$ cat src/rtl/axil_sdram_pkg.sv
// Shared definitions for the SDRAM-to-AXI4-Lite read path: response codes,
// FIFO word layout and the occupancy states of the read-data output buffer.
package axil_sdram_pkg;

  localparam int DATA_W_DEF = 32;
  // The error flag sits just above the data bits in each FIFO word.
  localparam int ERR_BIT = DATA_W_DEF;

  localparam logic [1:0] RESP_OKAY   = 2'b00;
  localparam logic [1:0] RESP_SLVERR = 2'b10;

  typedef enum logic [1:0] {
    EMPTY = 2'd0,
    ONE   = 2'd1,
    TWO   = 2'd2
  } occ_e;

  function automatic logic [1:0] resp_of(input logic err);
    return err ? RESP_SLVERR : RESP_OKAY;
  endfunction

endpackage

$ cat src/rtl/rdata_skid_buf.sv
// Two-entry register buffer holding FIFO words in arrival order; the head
// drives the R channel and is only replaced by a handshake.
module rdata_skid_buf
  import axil_sdram_pkg::*;
#(
  parameter int W = 33
) (
  input  logic         clk,
  input  logic         reset,
  input  logic         enq,
  input  logic         deq,
  input  logic [W-1:0] din,
  output logic [W-1:0] head,
  output logic         valid,
  output logic [1:0]   occ
);

  occ_e         state;
  logic [W-1:0] tail;

  // NOTE: both slots are reset because the head feeds rdata directly and
  // must read as zero after reset; it is only two registers, not a RAM.
  // NOTE: all state here is sequential, so every update uses <= to avoid
  // ordering races between the registers inside this block.
  always_ff @(posedge clk or posedge reset) begin
    if (reset) begin
      state <= EMPTY;
      valid <= 1'b0;
      head  <= '0;
      tail  <= '0;
    end else begin
      case (state)
        EMPTY: if (enq) begin
          head  <= din;
          state <= ONE;
          valid <= 1'b1;
        end
        ONE: begin
          if (enq && deq) begin
            head <= din;
          end else if (enq) begin
            tail  <= din;
            state <= TWO;
          end else if (deq) begin
            state <= EMPTY;
            valid <= 1'b0;
          end
        end
        TWO: if (deq) begin
          head <= tail;
          if (enq) tail  <= din;
          else     state <= ONE;
        end
        default: begin
          state <= EMPTY;
          valid <= 1'b0;
        end
      endcase
    end
  end

  assign occ = state;

  // The pop credit never lets a word land in a full buffer without a drain.
  assert property (@(posedge clk) disable iff (reset) !(state == TWO && enq && !deq));

endmodule

$ cat src/rtl/axil_rdata_responder.sv
// Pops {error, data} words from the read-return FIFO and presents them on the
// AXI4-Lite R channel at up to one beat per cycle.
module axil_rdata_responder
  import axil_sdram_pkg::*;
#(
  parameter int DATA_W = 32,
  parameter int FIFO_W = DATA_W + 1,
  parameter int CNT_W  = 16
) (
  input  logic              clk,
  input  logic              reset,
  input  logic              fifo_empty,
  output logic              fifo_rd_en,
  input  logic [FIFO_W-1:0] fifo_data_out,
  output logic              s_axil_rvalid,
  input  logic              s_axil_rready,
  output logic [DATA_W-1:0] s_axil_rdata,
  output logic [1:0]        s_axil_rresp,
  output logic [CNT_W-1:0]  beat_count,
  output logic              busy
);

  logic              inflight;
  logic              deq;
  logic [1:0]        occ;
  logic [2:0]        committed;
  logic [FIFO_W-1:0] head;

  assign deq       = s_axil_rvalid & s_axil_rready;
  assign committed = {1'b0, occ} + {2'b00, inflight};

  // A pop is allowed only if the word it returns next cycle has a free slot,
  // counting the beat leaving this cycle as already freed.
  assign fifo_rd_en = !reset && !fifo_empty && (committed < (3'd2 + {2'b00, deq}));

  always_ff @(posedge clk or posedge reset) begin
    if (reset) begin
      inflight   <= 1'b0;
      beat_count <= '0;
    end else begin
      inflight <= fifo_rd_en;
      if (deq) beat_count <= beat_count + 1'b1;
    end
  end

  rdata_skid_buf #(.W(FIFO_W)) u_buf (
    .clk   (clk),
    .reset (reset),
    .enq   (inflight),
    .deq   (deq),
    .din   (fifo_data_out),
    .head  (head),
    .valid (s_axil_rvalid),
    .occ   (occ)
  );

  assign s_axil_rdata = head[DATA_W-1:0];
  assign s_axil_rresp = resp_of(head[DATA_W]);
  assign busy         = (occ != 2'd0) | inflight;

endmodule

$ cat config.mk
export PLATFORM = sky130hd
export DESIGN_NAME = axil_rdata_responder
export DESIGN_NICKNAME = d
export VERILOG_FILES = /design/src/rtl/axil_sdram_pkg.sv /design/src/rtl/rdata_skid_buf.sv /design/src/rtl/axil_rdata_responder.sv
export SDC_FILE = /design/constraint.sdc
export NUM_CORES = 1
export LEC_CHECK = 0
export ABC_AREA = 1
export CELL_PAD_IN_SITES_DETAIL_PLACEMENT = 0
export CELL_PAD_IN_SITES_GLOBAL_PLACEMENT = 2
export CORE_AREA = 4 4 98 123
export DETAILED_ROUTE_END_ITERATION = 10
export DIE_AREA = 0 0 102 127
export DONT_BUFFER_PORTS = 1
export HOLD_SLACK_MARGIN = 0.06
export PLACE_DENSITY_LB_ADDON = 0.12
export SLEW_MARGIN = 20
export SYNTH_ARGS = -nofsm -noshare
export SYNTH_HDL_FRONTEND = slang
export SYNTH_SLANG_ARGS = --single-unit
$ cat constraint.sdc
create_clock -name clk -period 5.6 [get_ports clk]
set_clock_uncertainty 0.05 [all_clocks]
set_input_delay 0.28 -clock clk [delete_from_list [all_inputs] [get_ports clk]]
set_output_delay 0.28 -clock clk [all_outputs]
set_load 0.02 [all_outputs]
==> flow_summary.ini, run 1 <==
[clock_tree]
clk_pin_slew_ns = 0.06
cts_resized = 0
root_buffer = clkbuf_16
cts_tree = done
cts_buffers = 9
cts.sinks = 86
clk_latency_ns = 0.33
htreeDepth = 3
clock_path_buffers = 2

[synth]
synth_top_area_share_pct = 51.9
syn-num-nets = 559
ys_ff_latch = 86
yosysTopAreaCell = dfrtp_1
synth_area_sq_mm = 0.00414
synthCells = 519
synth_area_leaders = dfrtp_1 (52%), nand2_1 (20%), nand3_1 (12%)
seq_area_frac_synth_pct = 51.9
synth_warnings = 0
synthDistinctLibCells = 27
syn_avg_cell_area_sq_um = 7.98

[floorplanning]
coreArea_sq_mm = 0.0110
die_w_um = 102
die_height_um = 127
die_area_sq_mm = 0.0130
start_util_pct = 37.8
fp-row-count = 43
ios = 90

[drt]
dr.pass1.iters = 4
drt_wl_total_um = 10900
avgRoutedWirePerCell_um = 16.2
drc_errors = 0
vias = 3386
avgViaCountPerCell = 5.02
drt_iter0_drc = 162
antenna_left = 0

[power_and_ir_drop]
p_per_area_mw_per_mm2 = 255
ir_drop_v = 0.000118
p_leak_nw = 2.59

[run_status]
outcome = finished clean

[worst_setup_path]
crit_type = flip-flop to flip-flop
critPathCaptureType = flip-flop
cp.arrival_ns = 3.62
crit_path_start_kind = flip-flop
required_ns = 5.80
crit_fanout = 38

[placed_design]
port_buffers = 0
routabilityCongestion = 0.737
dpl_cell_area_sq_mm = 0.00413
hpwl_um = 6670

[grt]
grt_pass1_wl_um = 18400
track_usage_pct = 17.9
grt_start_max_net_pins = 79
antenna_found_initial = 0
overflow = 0
grt_pass1_vias = 3478

[sta]
slew_headroom_pct = 33.1
fmax_mhz = 292
hold_viol_final = 0
worstMarginPinSlew_ns = 0.995
min_period_over_period_pct = 61.2
slew_violations = 0
setup_viol = 0
fin_crit_ns = 3.43
setup_tns_ns = 0
grt_setup_unrepaired = false

[final_layout]
nets = 574
utilization_pct = 43.1
drive_above_1_share_pct = 5.57
diodes = 0
area_delta_synth_final_pct = 14.2
final_area_sq_mm = 0.00473

[flow_run]
drv_cap = 0

[worst_hold_path]
hold_path_class = primary input to flip-flop
## critical path: stages, from the launching register on
cell     delay [ns]
dfrtp_1        0.46
inv_2          0.50
nand2_2        0.64
o21ai_4        0.94
nand2_4        0.44
o21ai_0        0.27
## synth_stat cells
cell	n
o21a_1	1
ha_1	3
conb_1	1
xnor2_1	4
o21ai_2	1
nand2_1	225
inv_2	4
nor3_1	3
nand2_2	1
xor2_1	7
buf_4	12
nand2_4	2
o21ai_0	5
o21ai_1	1
o22ai_1	1
clkbuf_1	9
nor2_2	1
buf_2	4
buf_6	6
nor2_1	18
a21oi_1	3
nor4_1	1
nand3_1	101
dfrtp_1	86
inv_1	17
o21ai_4	1
nand4_1	1
## sequential cells by signal, indices dropped and copies added, names as in the netlist
register and flops:
u_buf.tail 33, u_buf.valid 1, u_buf.head 33, u_buf.occ 2
inflight 1, beat_count 16
## report_power, final
group          total, mW  internal, mW  switching (mW)
registers          0.621         0.621               0
clock network      0.548         0.309           0.239
logic             0.0349        0.0165          0.0184
total               1.20         0.947           0.258
## through the flow
stage          instances  hold slack [ns]  setup slack, ns  power, mW
2_1_floorplan        519            0.375             3.05      0.644
3_3_place_gp         625         -0.00424             2.11      0.648
3_5_place_dp         625        0.0000789             2.13      0.648
4_1_cts              673           0.0615             2.10       1.22
5_1_grt              674           0.0936             1.76       1.25
6_report             674           0.0679             2.17       1.20
## layout make-up
class | count | area [sq um]
Timing Repair Buffer | 35 | 349
Clock buffer | 11 | 243
Sequential cell | 86 | 2150
Multi-Input combinational cell | 381 | 1710
Clock inverter | 5 | 25.0
Fill cell | 1177 | 6240
Tap cell | 135 | 169
Inverter | 21 | 81.3
## worst paths after layout
| check | slack, ns | depth (start not counted) | end | from |
|---|---|---|---|---|
| worst max-delay path | 2.17 | 5 | u_buf.tail[1] | u_buf.occ[0] |
| worst min register to register | 0.42 | 2 | u_buf.tail[20] | u_buf.tail[20] |
| min in group asynchronous | 0.28 | 2 | u_buf.head[31] | reset |
| max in group asynchronous | 4.26 | 3 | u_buf.occ[1] | reset |
| worst max register to register | 2.17 | 5 | u_buf.tail[1] | u_buf.occ[0] |
| worst min-delay path | 0.07 | 2 | u_buf.tail[1] | fifo_data_out[1] |
## what timing repair did
item                      CTS  global route
setup buffers               0             0
hold buffers               32             1
hold endpoints to repair   40             1
## cell usage in the layout (no fill, tap or decap), drive strengths merged
cell type,netlist,final
nand2,228,228
nand3,101,101
dfrtp,86,86
dlygate4sd3,0,33
inv,21,21
nor2,19,19
clkbuf,9,11
o21ai,8,8
xor2,7,7
clkinv,0,5
xnor2,4,4
nor3,3,3
a21oi,3,3
ha,3,3
buf,22,2
o21a,1,1
nor4,1,1
o22ai,1,1
nand4,1,1
conb,1,1
## metal layers
metal / global-route usage, % / routed length [um] / up-vias
met1: 23.4 / 4630 / 1625
met3: 3.17 / 593 / 11
met4: 5.79 / 141 / 0
li1: - / - / 1676
met5: 0 / 0 / -
met2: 30.0 / 5550 / 74
## logic make-up after synthesis
group,synth area share [%]
adders and majority gates,0.906
buffers and inverters,7.00
DFF,51.9
AOI/OAI and AO/OA,2.02
other,0.0905
and+or+nand+nor,35.7
xor gates and xnor gates,2.32
Power figures use the tool's default switching activity.
==> run 2, diff against run 1 <==
--- a/config.mk
+++ b/config.mk
@@ -8,9 +8,9 @@
 export ABC_AREA = 1
 export CELL_PAD_IN_SITES_DETAIL_PLACEMENT = 0
 export CELL_PAD_IN_SITES_GLOBAL_PLACEMENT = 2
-export CORE_AREA = 4 4 98 123
+export CORE_AREA = 4 4 106 133
 export DETAILED_ROUTE_END_ITERATION = 10
-export DIE_AREA = 0 0 102 127
+export DIE_AREA = 0 0 110 137
 export DONT_BUFFER_PORTS = 1
 export HOLD_SLACK_MARGIN = 0.06
 export PLACE_DENSITY_LB_ADDON = 0.12
==> constraint.sdc (replaced) <==
create_clock -name clk -period 2.9 [get_ports clk]
set_clock_uncertainty 0.05 [all_clocks]
set_input_delay 0.145 -clock clk [delete_from_list [all_inputs] [get_ports clk]]
set_output_delay 0.145 -clock clk [all_outputs]
set_load 0.02 [all_outputs]
==> flow_summary.ini, run 2 (same netlist as run 1, synthesis figures left out) <==
[sta]
grt_setup_unrepaired = false
min_period_over_period_pct = 74.4
layout_setup_ws_ns = 0.744
fmax_mhz = 464
slew_violations = 0
setup_tns_ns = 0
worstMarginPinSlew_ns = 0.648
holdWs_ns = 0.0758
fin_crit_ns = 2.16
slew_headroom_pct = 56.8
setup_viol = 0
hold_viol_final = 0

[clock_tree]
cts_buffers = 9
clk_pin_slew_ns = 0.06
clock_path_buffers = 2
cts_tree = done
root_buffer = clkbuf_16
htreeDepth = 3
post_cts_buffers = 0
clk_latency_ns = 0.34
cts.sinks = 86

[worst_setup_path]
slowest_delay_ns = 0.53
cpMostUsedCell = nand2_1
crit_start = u_buf.valid
crit_fanout = 33
cp_cell_sequence = nand2_2 -> nand3_1 -> nand2_1 -> inv_2 -> nand2_4 -> nand2_1 -> nand2_1
crit_type = flip-flop to flip-flop
required_ns = 3.08
crit_path_start_kind = flip-flop
cp.arrival_ns = 2.34
critPathCaptureType = flip-flop
r2r_setup_slack_ns = 0.74
crit_slowest_cell = dfrtp_1
r2r_start = u_buf.valid

[floorplanning]
start_util_pct = 32.6
fp-row-count = 46
ios = 90
coreArea_sq_mm = 0.0127
die_w_um = 110
die_area_sq_mm = 0.0151
die_height_um = 137

[power_and_ir_drop]
sw_frac_of_total_pct = 20.2
p_switching_uw = 514
p_int_mw = 2.03
p_per_area_mw_per_mm2 = 516
finalPower_mw = 2.54
seq_power_share_pct = 47.2
p_clk_share_pct = 49.8
p_leak_nw = 2.68
ir_drop_v = 0.000297
combPwrFrac_pct = 3.0

[drt]
drt_wl_total_um = 11100
vias = 3428
drc_errors = 0
avgViaCountPerCell = 4.77
avgRoutedWirePerCell_um = 15.5
dr.pass1.iters = 4
drt_iter0_drc = 187
antenna_left = 0

[grt]
overflow = 0
grt_start_max_net_pins = 52
antenna_found_initial = 0
grt_pass1_wl_um = 18600
track_usage_pct = 16.0
grt_pass1_vias = 3502

[final_layout]
drive_above_1_share_pct = 7.26
reg_top3 = u_buf.head x33, u_buf.tail x33, beat_count x16
final_area_sq_mm = 0.00493
fill_cells = 1338
utilization_pct = 38.8
diodes = 0
area_delta_synth_final_pct = 19.0
final_cell_mix = nand2_1 (224), nand3_1 (101), dfrtp_1 (85)
multi_input_area_sq_mm = 0.00171
nets = 587
regArea_sq_mm = 0.00215
layout.cells.non_filler = 719
final_common_cell = nand2_1

[placed_design]
hpwl_um = 7330
dp.cells = 668
dpl_cell_area_sq_mm = 0.00425
dp_slack_ns = 0.691
routabilityCongestion = 0.739
port_buffers = 0

[worst_hold_path]
hp-start = s_axil_rready
hold_path_class = primary input to flip-flop

[flow_run]
drv_cap = 0

[run_status]
outcome = finished clean
## run 2: final cells by class
| type | instances | area share, % |
|---|---|---|
| sequential | 86 | 43.7 |
| inverter | 21 | 1.65 |
| clock inverter | 4 | 1.42 |
| multi-input combinational | 381 | 34.7 |
| clock buffer | 11 | 5.13 |
| tap | 168 | 4.26 |
| timing repair buffer | 48 | 9.14 |
## run 2: final timing paths
kind / end / cells past startpoint
max: u_buf.head[5] / 7
min: beat_count[0] / 2
max reg2reg: u_buf.head[5] / 7
min reg2reg: u_buf.tail[21] / 2
max in group asynchronous: u_buf.tail[20] / 3
min in group asynchronous: beat_count[4] / 2
## run 2: critical path: cells and delay by family (launching register included)
kind          cells  cell delay (ns)
buf+inv           1             0.42
flops             1             0.53
simple gates      6             1.05
## run 2: layer usage
layer	share of wire [%]	track usage (%)	wire, um
met5	0	0	0
met4	1.6	6.51	183
met3	4.7	3.73	523
met2	49	25.5	5450
met1	45	20.9	4990
## run 2: what timing repair did
item                                   4_1_cts  5_1_grt
endpoints found under the hold margin      117        0
resized for setup                            0        0
hold buffers                                36        0
## run 2: power by group through the flow
stage | registers (mW) | clock network [mW] | logic, mW
after CTS | 1.20 | 1.32 | 0.0789
after floorplan | 1.22 | 0 | 0.0206
after global placement | 1.22 | 0 | 0.0310
after global routing | 1.20 | 1.36 | 0.0860
final | 1.20 | 1.27 | 0.0761
after detailed placement | 1.22 | 0 | 0.0310
